## src/rtl/mem_port_arbiter.sv

```systemverilog
// mem_port_arbiter: shares one handshaked single-port memory between the
// instruction-fetch requester and the MEM-stage data requester. Each access
// runs grant -> hold -> ack (or timeout) -> one-cycle ready -> idle.
module mem_port_arbiter #(
    parameter int ADDR_W   = 32,
    parameter int DATA_W   = 32,
    parameter int MAX_WAIT = 15,
    parameter int FAIR_N   = 2
) (
    input  logic              clk,
    input  logic              rst,
    input  logic              if_req,
    input  logic [ADDR_W-1:0] if_addr,
    output logic [DATA_W-1:0] if_rdata,
    output logic              if_ready,
    input  logic              d_rd_en,
    input  logic              d_wr_en,
    input  logic [ADDR_W-1:0] d_addr,
    input  logic [DATA_W-1:0] d_wdata,
    input  logic [3:0]        d_wmask,
    input  logic [3:0]        d_rmask,
    output logic [DATA_W-1:0] d_rdata,
    output logic              d_ready,
    output logic              mem_ce,
    output logic              mem_we,
    output logic [ADDR_W-1:0] mem_addr,
    output logic [DATA_W-1:0] mem_wdata,
    output logic [3:0]        mem_wmask,
    input  logic [DATA_W-1:0] mem_rdata,
    input  logic              mem_ack,
    output logic              stall_if,
    output logic              stall_mem,
    output logic              err
);

    typedef enum logic [1:0] {IDLE, D_ACC, I_ACC, DONE} state_t;

    localparam logic [7:0] FAIR_MAX  = 8'(FAIR_N);
    localparam logic [7:0] WAIT_LAST = 8'(MAX_WAIT - 1);

    state_t            state;
    logic [7:0]        wait_cnt;
    logic [7:0]        fair_cnt;
    logic [3:0]        rmask_q;
    logic              wr_q;
    logic              d_pend;
    logic              d_grant;
    logic [DATA_W-1:0] masked_rdata;

    // Arbitration decision and combinational stall lines
    always_comb begin
        d_pend    = d_rd_en | d_wr_en;
        d_grant   = d_pend && (!if_req || (fair_cnt < FAIR_MAX));
        stall_if  = if_req & ~if_ready;
        stall_mem = d_pend & ~d_ready;
    end

    // Zero the byte lanes the load did not ask for (mask latched at grant)
    always_comb begin
        masked_rdata = '0;
        for (int unsigned i = 0; i < 4; i++) begin
            masked_rdata[8*i +: 8] = rmask_q[i] ? mem_rdata[8*i +: 8] : 8'h00;
        end
    end

    // Access sequencer: grant, hold memory controls, wait for ack or timeout, pulse ready
    always_ff @(posedge clk) begin
        if (rst) begin
            state     <= IDLE;
            wait_cnt  <= '0;
            fair_cnt  <= '0;
            rmask_q   <= '0;
            wr_q      <= 1'b0;
            if_rdata  <= '0;
            if_ready  <= 1'b0;
            d_rdata   <= '0;
            d_ready   <= 1'b0;
            mem_ce    <= 1'b0;
            mem_we    <= 1'b0;
            mem_addr  <= '0;
            mem_wdata <= '0;
            mem_wmask <= '0;
            err       <= 1'b0;
        end else begin
            if_ready <= 1'b0;
            d_ready  <= 1'b0;
            err      <= 1'b0;
            case (state)
                IDLE: begin
                    if (d_grant) begin
                        state     <= D_ACC;
                        mem_ce    <= 1'b1;
                        mem_addr  <= d_addr;
                        // A simultaneous read+write request is carried out as a write
                        mem_we    <= d_wr_en;
                        mem_wdata <= d_wr_en ? d_wdata : '0;
                        mem_wmask <= d_wr_en ? d_wmask : 4'b0000;
                        wr_q      <= d_wr_en;
                        rmask_q   <= d_rmask;
                        err       <= d_rd_en & d_wr_en;
                        wait_cnt  <= '0;
                        // d_grant with if_req high implies fair_cnt < FAIR_MAX, so no overflow
                        fair_cnt  <= if_req ? fair_cnt + 8'd1 : '0;
                    end else if (if_req) begin
                        state     <= I_ACC;
                        mem_ce    <= 1'b1;
                        mem_addr  <= if_addr;
                        mem_we    <= 1'b0;
                        mem_wdata <= '0;
                        mem_wmask <= 4'b0000;
                        wait_cnt  <= '0;
                        fair_cnt  <= '0;
                    end
                end
                D_ACC, I_ACC: begin
                    if (mem_ack) begin
                        mem_ce <= 1'b0;
                        state  <= DONE;
                        if (state == D_ACC) begin
                            d_rdata <= wr_q ? '0 : masked_rdata;
                            d_ready <= 1'b1;
                        end else begin
                            if_rdata <= mem_rdata;
                            if_ready <= 1'b1;
                        end
                    end else if (wait_cnt == WAIT_LAST) begin
                        mem_ce <= 1'b0;
                        state  <= DONE;
                        err    <= 1'b1;
                        if (state == D_ACC) begin
                            d_rdata <= '0;
                            d_ready <= 1'b1;
                        end else begin
                            if_rdata <= '0;
                            if_ready <= 1'b1;
                        end
                    end else begin
                        wait_cnt <= wait_cnt + 8'd1;
                    end
                end
                // Ready is high for this one cycle; no grant is made here
                DONE: state <= IDLE;
                default: state <= IDLE;
            endcase
        end
    end

endmodule

```

## config.mk

```make
export PLATFORM = sky130hd
export DESIGN_NAME = mem_port_arbiter
export DESIGN_NICKNAME = d
export VERILOG_FILES = /design/src/rtl/mem_port_arbiter.sv
export SDC_FILE = /design/constraint.sdc
export NUM_CORES = 1
export LEC_CHECK = 0
export CAP_MARGIN = 25
export CORE_ASPECT_RATIO = 1.4
export CORE_UTILIZATION = 38
export CTS_BUF_LIST = sky130_fd_sc_hd__clkbuf_2 sky130_fd_sc_hd__clkbuf_4 sky130_fd_sc_hd__clkbuf_8
export DETAILED_ROUTE_END_ITERATION = 10
export GPL_TIMING_DRIVEN = 0
export HOLD_SLACK_MARGIN = 0.12
export PLACE_DENSITY_LB_ADDON = 0.12
export SLEW_MARGIN = 0
export SYNTH_ARGS = -nofsm -noshare
export SYNTH_HDL_FRONTEND = slang
export SYNTH_SLANG_ARGS = --single-unit
```

## constraint.sdc

```tcl
create_clock -name clk -period 2.25 [get_ports clk]
set_input_delay 0.45 -clock clk [delete_from_list [all_inputs] [get_ports clk]]
set_output_delay 0.45 -clock clk [all_outputs]
set_load 0.005 [all_outputs]
```

==> metrics.yaml, run 1 <==
grt_pass1_wl_um: 27320
pre_cts_slack_ns: -0.6437
grt.overflow.total: 0
clk_latency_ns: 0.45
cp-start-kind: "flop"
drv_slew: 0
powerDensity_mw_per_mm2: 913.3
crit_required_ns: 2.62
synth_area_mm2: 0.005846
rsz0062_at_grt: "no"
synth_ff_type: "dfxtp_1"
max_slew.worst_pin.slew_ns: 0.6668
synth_warnings: 0
htreeDepth: 4
cp.arrival_ns: 2.45
p_comb_share_pct: 34.8
grt_max_degree: 17
drv_cap: 0
finalWorstSetupSlack_ns: 0.1636
track_usage_pct: 22.10
crit_chain: "inv_1, ha_4, or4b_4, o221ai_4, clkbuf_8, o21ai_0, a21oi_1"
vdd_drop_max_v: 0.0005726
ys_top_cells_by_area: "dfxtp_1 (55%), a22o_1 (11%), mux2i_1 (6.3%)"
synth_top_area_share_pct: 54.79
place_congestion: 0.7685
die_h_um: 148.8
critPathSlowestCell: "or4b_4"
wirelength_um: 17590
die_w_um: 106.8
crit_type: "reg2reg"
path_clk_slew_ns: 0.08
setup_viol: 0
cp_max_fo: 10
fmaxAchievable_ghz: 0.4793
place_area_mm2: 0.008879
period_share_pct: 92.73
yosysTopAreaCell: "dfxtp_1"
ctsRootBufferMaster: "clkbuf_8"
seqPwrFrac_pct: 42.0
drc_errors: 0
post_drt_wl_per_cell_um: 16.94
ys_top_cells_by_count: "dfxtp_1 (160), a22o_1 (73), nand2_1 (46), o21ai_0 (46), mux2i_1 (37)"
dr.pass1.iters: 4
ys_seq_area_share_pct: 54.79
rows: 53
port_buffers: 279
synth_cells: 537
yosysMostFrequentCell: "dfxtp_1"
antenna_found_initial: 1
stdcell_area_mm2: 0.009348
fin_worst_skew_ns: 0.01374
status: "complete, no violations"
initial_core_util_pct: 38.83
hold_ws_ns: 0.4563
wl_met1_um: 6771
highest_layer: "met4"
yosysUniqueCellTypes: 51
drt_iter0_markers: 205
syn_avg_cell_area_um2: 10.89
slowest_delay_ns: 0.49
cts_tree: "done"
io_pins: 281
finalCriticalPeriod_ns: 2.086
p_sw_mw: 2.638
wl_met3_um: 1552
die_area_mm2: 0.01589
hold_viol_final: 0
dp_hpwl_um: 13450
swShare_pct: 30.90
worstSetupEndpointType: "flop"
synth_edf_count: 0
grt_pass1_vias: 5420
clock-sinks: 160
vias_per_cell: 5.083
fin_nets: 980
power.share.clock_pct: 23.2
max_slew_margin_pct: 55.08
async_flop_share_pct: 0
ys_ff_latch: 160
core_mm2: 0.01505
drive_gt1_share_pct: 11.83
met2_length_um: 9058
synth_nets: 685
min_path_type: "reg2reg"
power.total_mw: 8.538
leakage_nw: 3.593
cts_buffer_depth: 2
syn_to_final_growth_pct: 59.91
ant_nets: 0
cellInternalPower_mw: 5.900
num_vias: 5276
numCtsBuffers: 17
-- metrics by stage --
| stage | util [%] | setup TNS (ns) | cells |
|---|---|---|---|
| CTS | 61.85 | 0 | 1037 |
| global route | 62.10 | 0 | 1038 |
| detailed placement | 58.98 | -35.69 | 1008 |
| finish | 62.10 | 0 | 1038 |
| global placement | 58.98 | -30.75 | 1008 |
| floorplan | - | 0 | 537 |
-- final cells by class --
class / count / area, µm²
fill: 1253 / 5705
sequential: 160 / 3204
timing repair buffer: 280 / 2805
multi-input combinational: 330 / 2469
clock buffer: 23 / 304.0
tap: 192 / 240.2
buffer: 36 / 222.7
clock inverter: 9 / 73.82
inverter: 7 / 26.28
antenna: 1 / 2.502
-- kinds of logic (layout without fill, tap and decap cells) --
kind of cell	Yosys count	after routing	synth area share, %
muxes	37	37	6.336
adders and majority gates	6	6	1.284
other	0	1	0
DFF	160	160	54.79
and+or+nand+nor	109	109	9.718
AOI/OAI and AO/OA	172	172	22.84
xor gates and xnor gates	6	6	0.8990
buffers and inverters	47	355	4.131
-- power groups by stage --
stage	clock, mW	sequential [mW]	combinational, mW
after floorplan	0	3.65	1.28
after global placement	0	3.61	2.73
after detailed placement	0	3.64	2.78
after CTS	2.05	3.58	2.94
after global routing	2.18	3.65	3.21
final	1.98	3.59	2.97
-- registers in the layout (all words and copies together) (netlist names) --
register   flops
d_rdata       32
d_ready        1
err            1
fair_cnt       8
if_rdata      32
if_ready       1
mem_addr      32
mem_ce         1
mem_wdata     32
mem_we         1
mem_wmask      4
rmask_q        4
state          2
wait_cnt       8
wr_q           1
-- metal layers --
layer / GRT usage (%) / up-vias
li1: - / 2578
met1: 23.21 / 2478
met2: 39.45 / 208
met3: 8.388 / 12
met4: 8.630 / 0
met5: 0 / -
-- placed cells by master, fill, tap and decap left out, types with 3 or more instances in the layout --
cell type	Yosys	final
clkbuf_2	1	10
nand2_1	46	46
inv_1	7	7
clkbuf_1	27	13
inv_6	0	3
ha_1	6	5
o21ai_0	46	45
mux2i_1	37	37
clkinv_4	0	4
nor2_1	13	12
a22o_1	73	73
clkbuf_8	0	22
nand4_1	5	5
buf_2	6	7
nand3_1	7	7
dfxtp_1	160	159
a22o_2	27	27
buf_12	3	3
and3_1	4	4
clkdlybuf4s50_1	0	277
a21oi_1	10	10
and2_1	5	5
xor2_1	5	5
or3_1	6	6
and4_1	3	3
-- worst max-delay path, delay by kind of cell, from the launching register on --
| kind | cells | cell delay, ns |
|---|---|---|
| AO/OA/AOI/OAI | 3 | 0.52 |
| buffers and inverters | 2 | 0.30 |
| adder cells (fa/ha/maj) | 1 | 0.32 |
| AND/OR/NAND/NOR | 1 | 0.49 |
| flip-flops | 1 | 0.38 |
-- final timing paths --
| path | from | endpoint | slack [ns] | cells after the start |
|---|---|---|---|---|
| worst max-delay path | state[1]$_SDFFE_PP0P_ | wait_cnt[0]$_SDFFE_PP0P_ | 0.16 | 7 |
| worst min-delay path | rmask_q[3]$_SDFFE_PP0P_ | rmask_q[3]$_SDFFE_PP0P_ | 0.46 | 2 |
| worst max register to register | state[1]$_SDFFE_PP0P_ | wait_cnt[0]$_SDFFE_PP0P_ | 0.16 | 7 |
| worst min register to register | rmask_q[3]$_SDFFE_PP0P_ | rmask_q[3]$_SDFFE_PP0P_ | 0.46 | 2 |
-- timing repair --
| action | 4_1_cts | 5_1_grt |
|---|---|---|
| setup buffers | 0 | 1 |
| pin swaps | 0 | 2 |
| setup endpoints to repair | 89 | 66 |
| resized for setup | 15 | 20 |
| endpoints found under the hold margin | 0 | 0 |
| hold buffers | 0 | 0 |
(Power assumes the default switching activity.)
==> inputs of run 2 (changes only) <==
--- a/config.mk
+++ b/config.mk
@@ -13,7 +13,7 @@
 export GPL_TIMING_DRIVEN = 0
 export HOLD_SLACK_MARGIN = 0.12
 export PLACE_DENSITY_LB_ADDON = 0.12
-export SLEW_MARGIN = 0
+export SLEW_MARGIN = 20
 export SYNTH_ARGS = -nofsm -noshare
 export SYNTH_HDL_FRONTEND = slang
 export SYNTH_SLANG_ARGS = --single-unit
==> results of run 2 <==
Same layout as run 1: the final DEF is identical, and so are final timing and power.
==> inputs of run 3 (changes only) <==
--- a/config.mk
+++ b/config.mk
@@ -9,6 +9,7 @@
 export CORE_ASPECT_RATIO = 1.4
 export CORE_UTILIZATION = 38
 export CTS_BUF_LIST = sky130_fd_sc_hd__clkbuf_2 sky130_fd_sc_hd__clkbuf_4 sky130_fd_sc_hd__clkbuf_8
+export CTS_CLUSTER_SIZE = 40
 export DETAILED_ROUTE_END_ITERATION = 10
 export GPL_TIMING_DRIVEN = 0
 export HOLD_SLACK_MARGIN = 0.12
==> results of run 3 <==
Same layout as run 1: the final DEF is identical, and so are final timing and power.
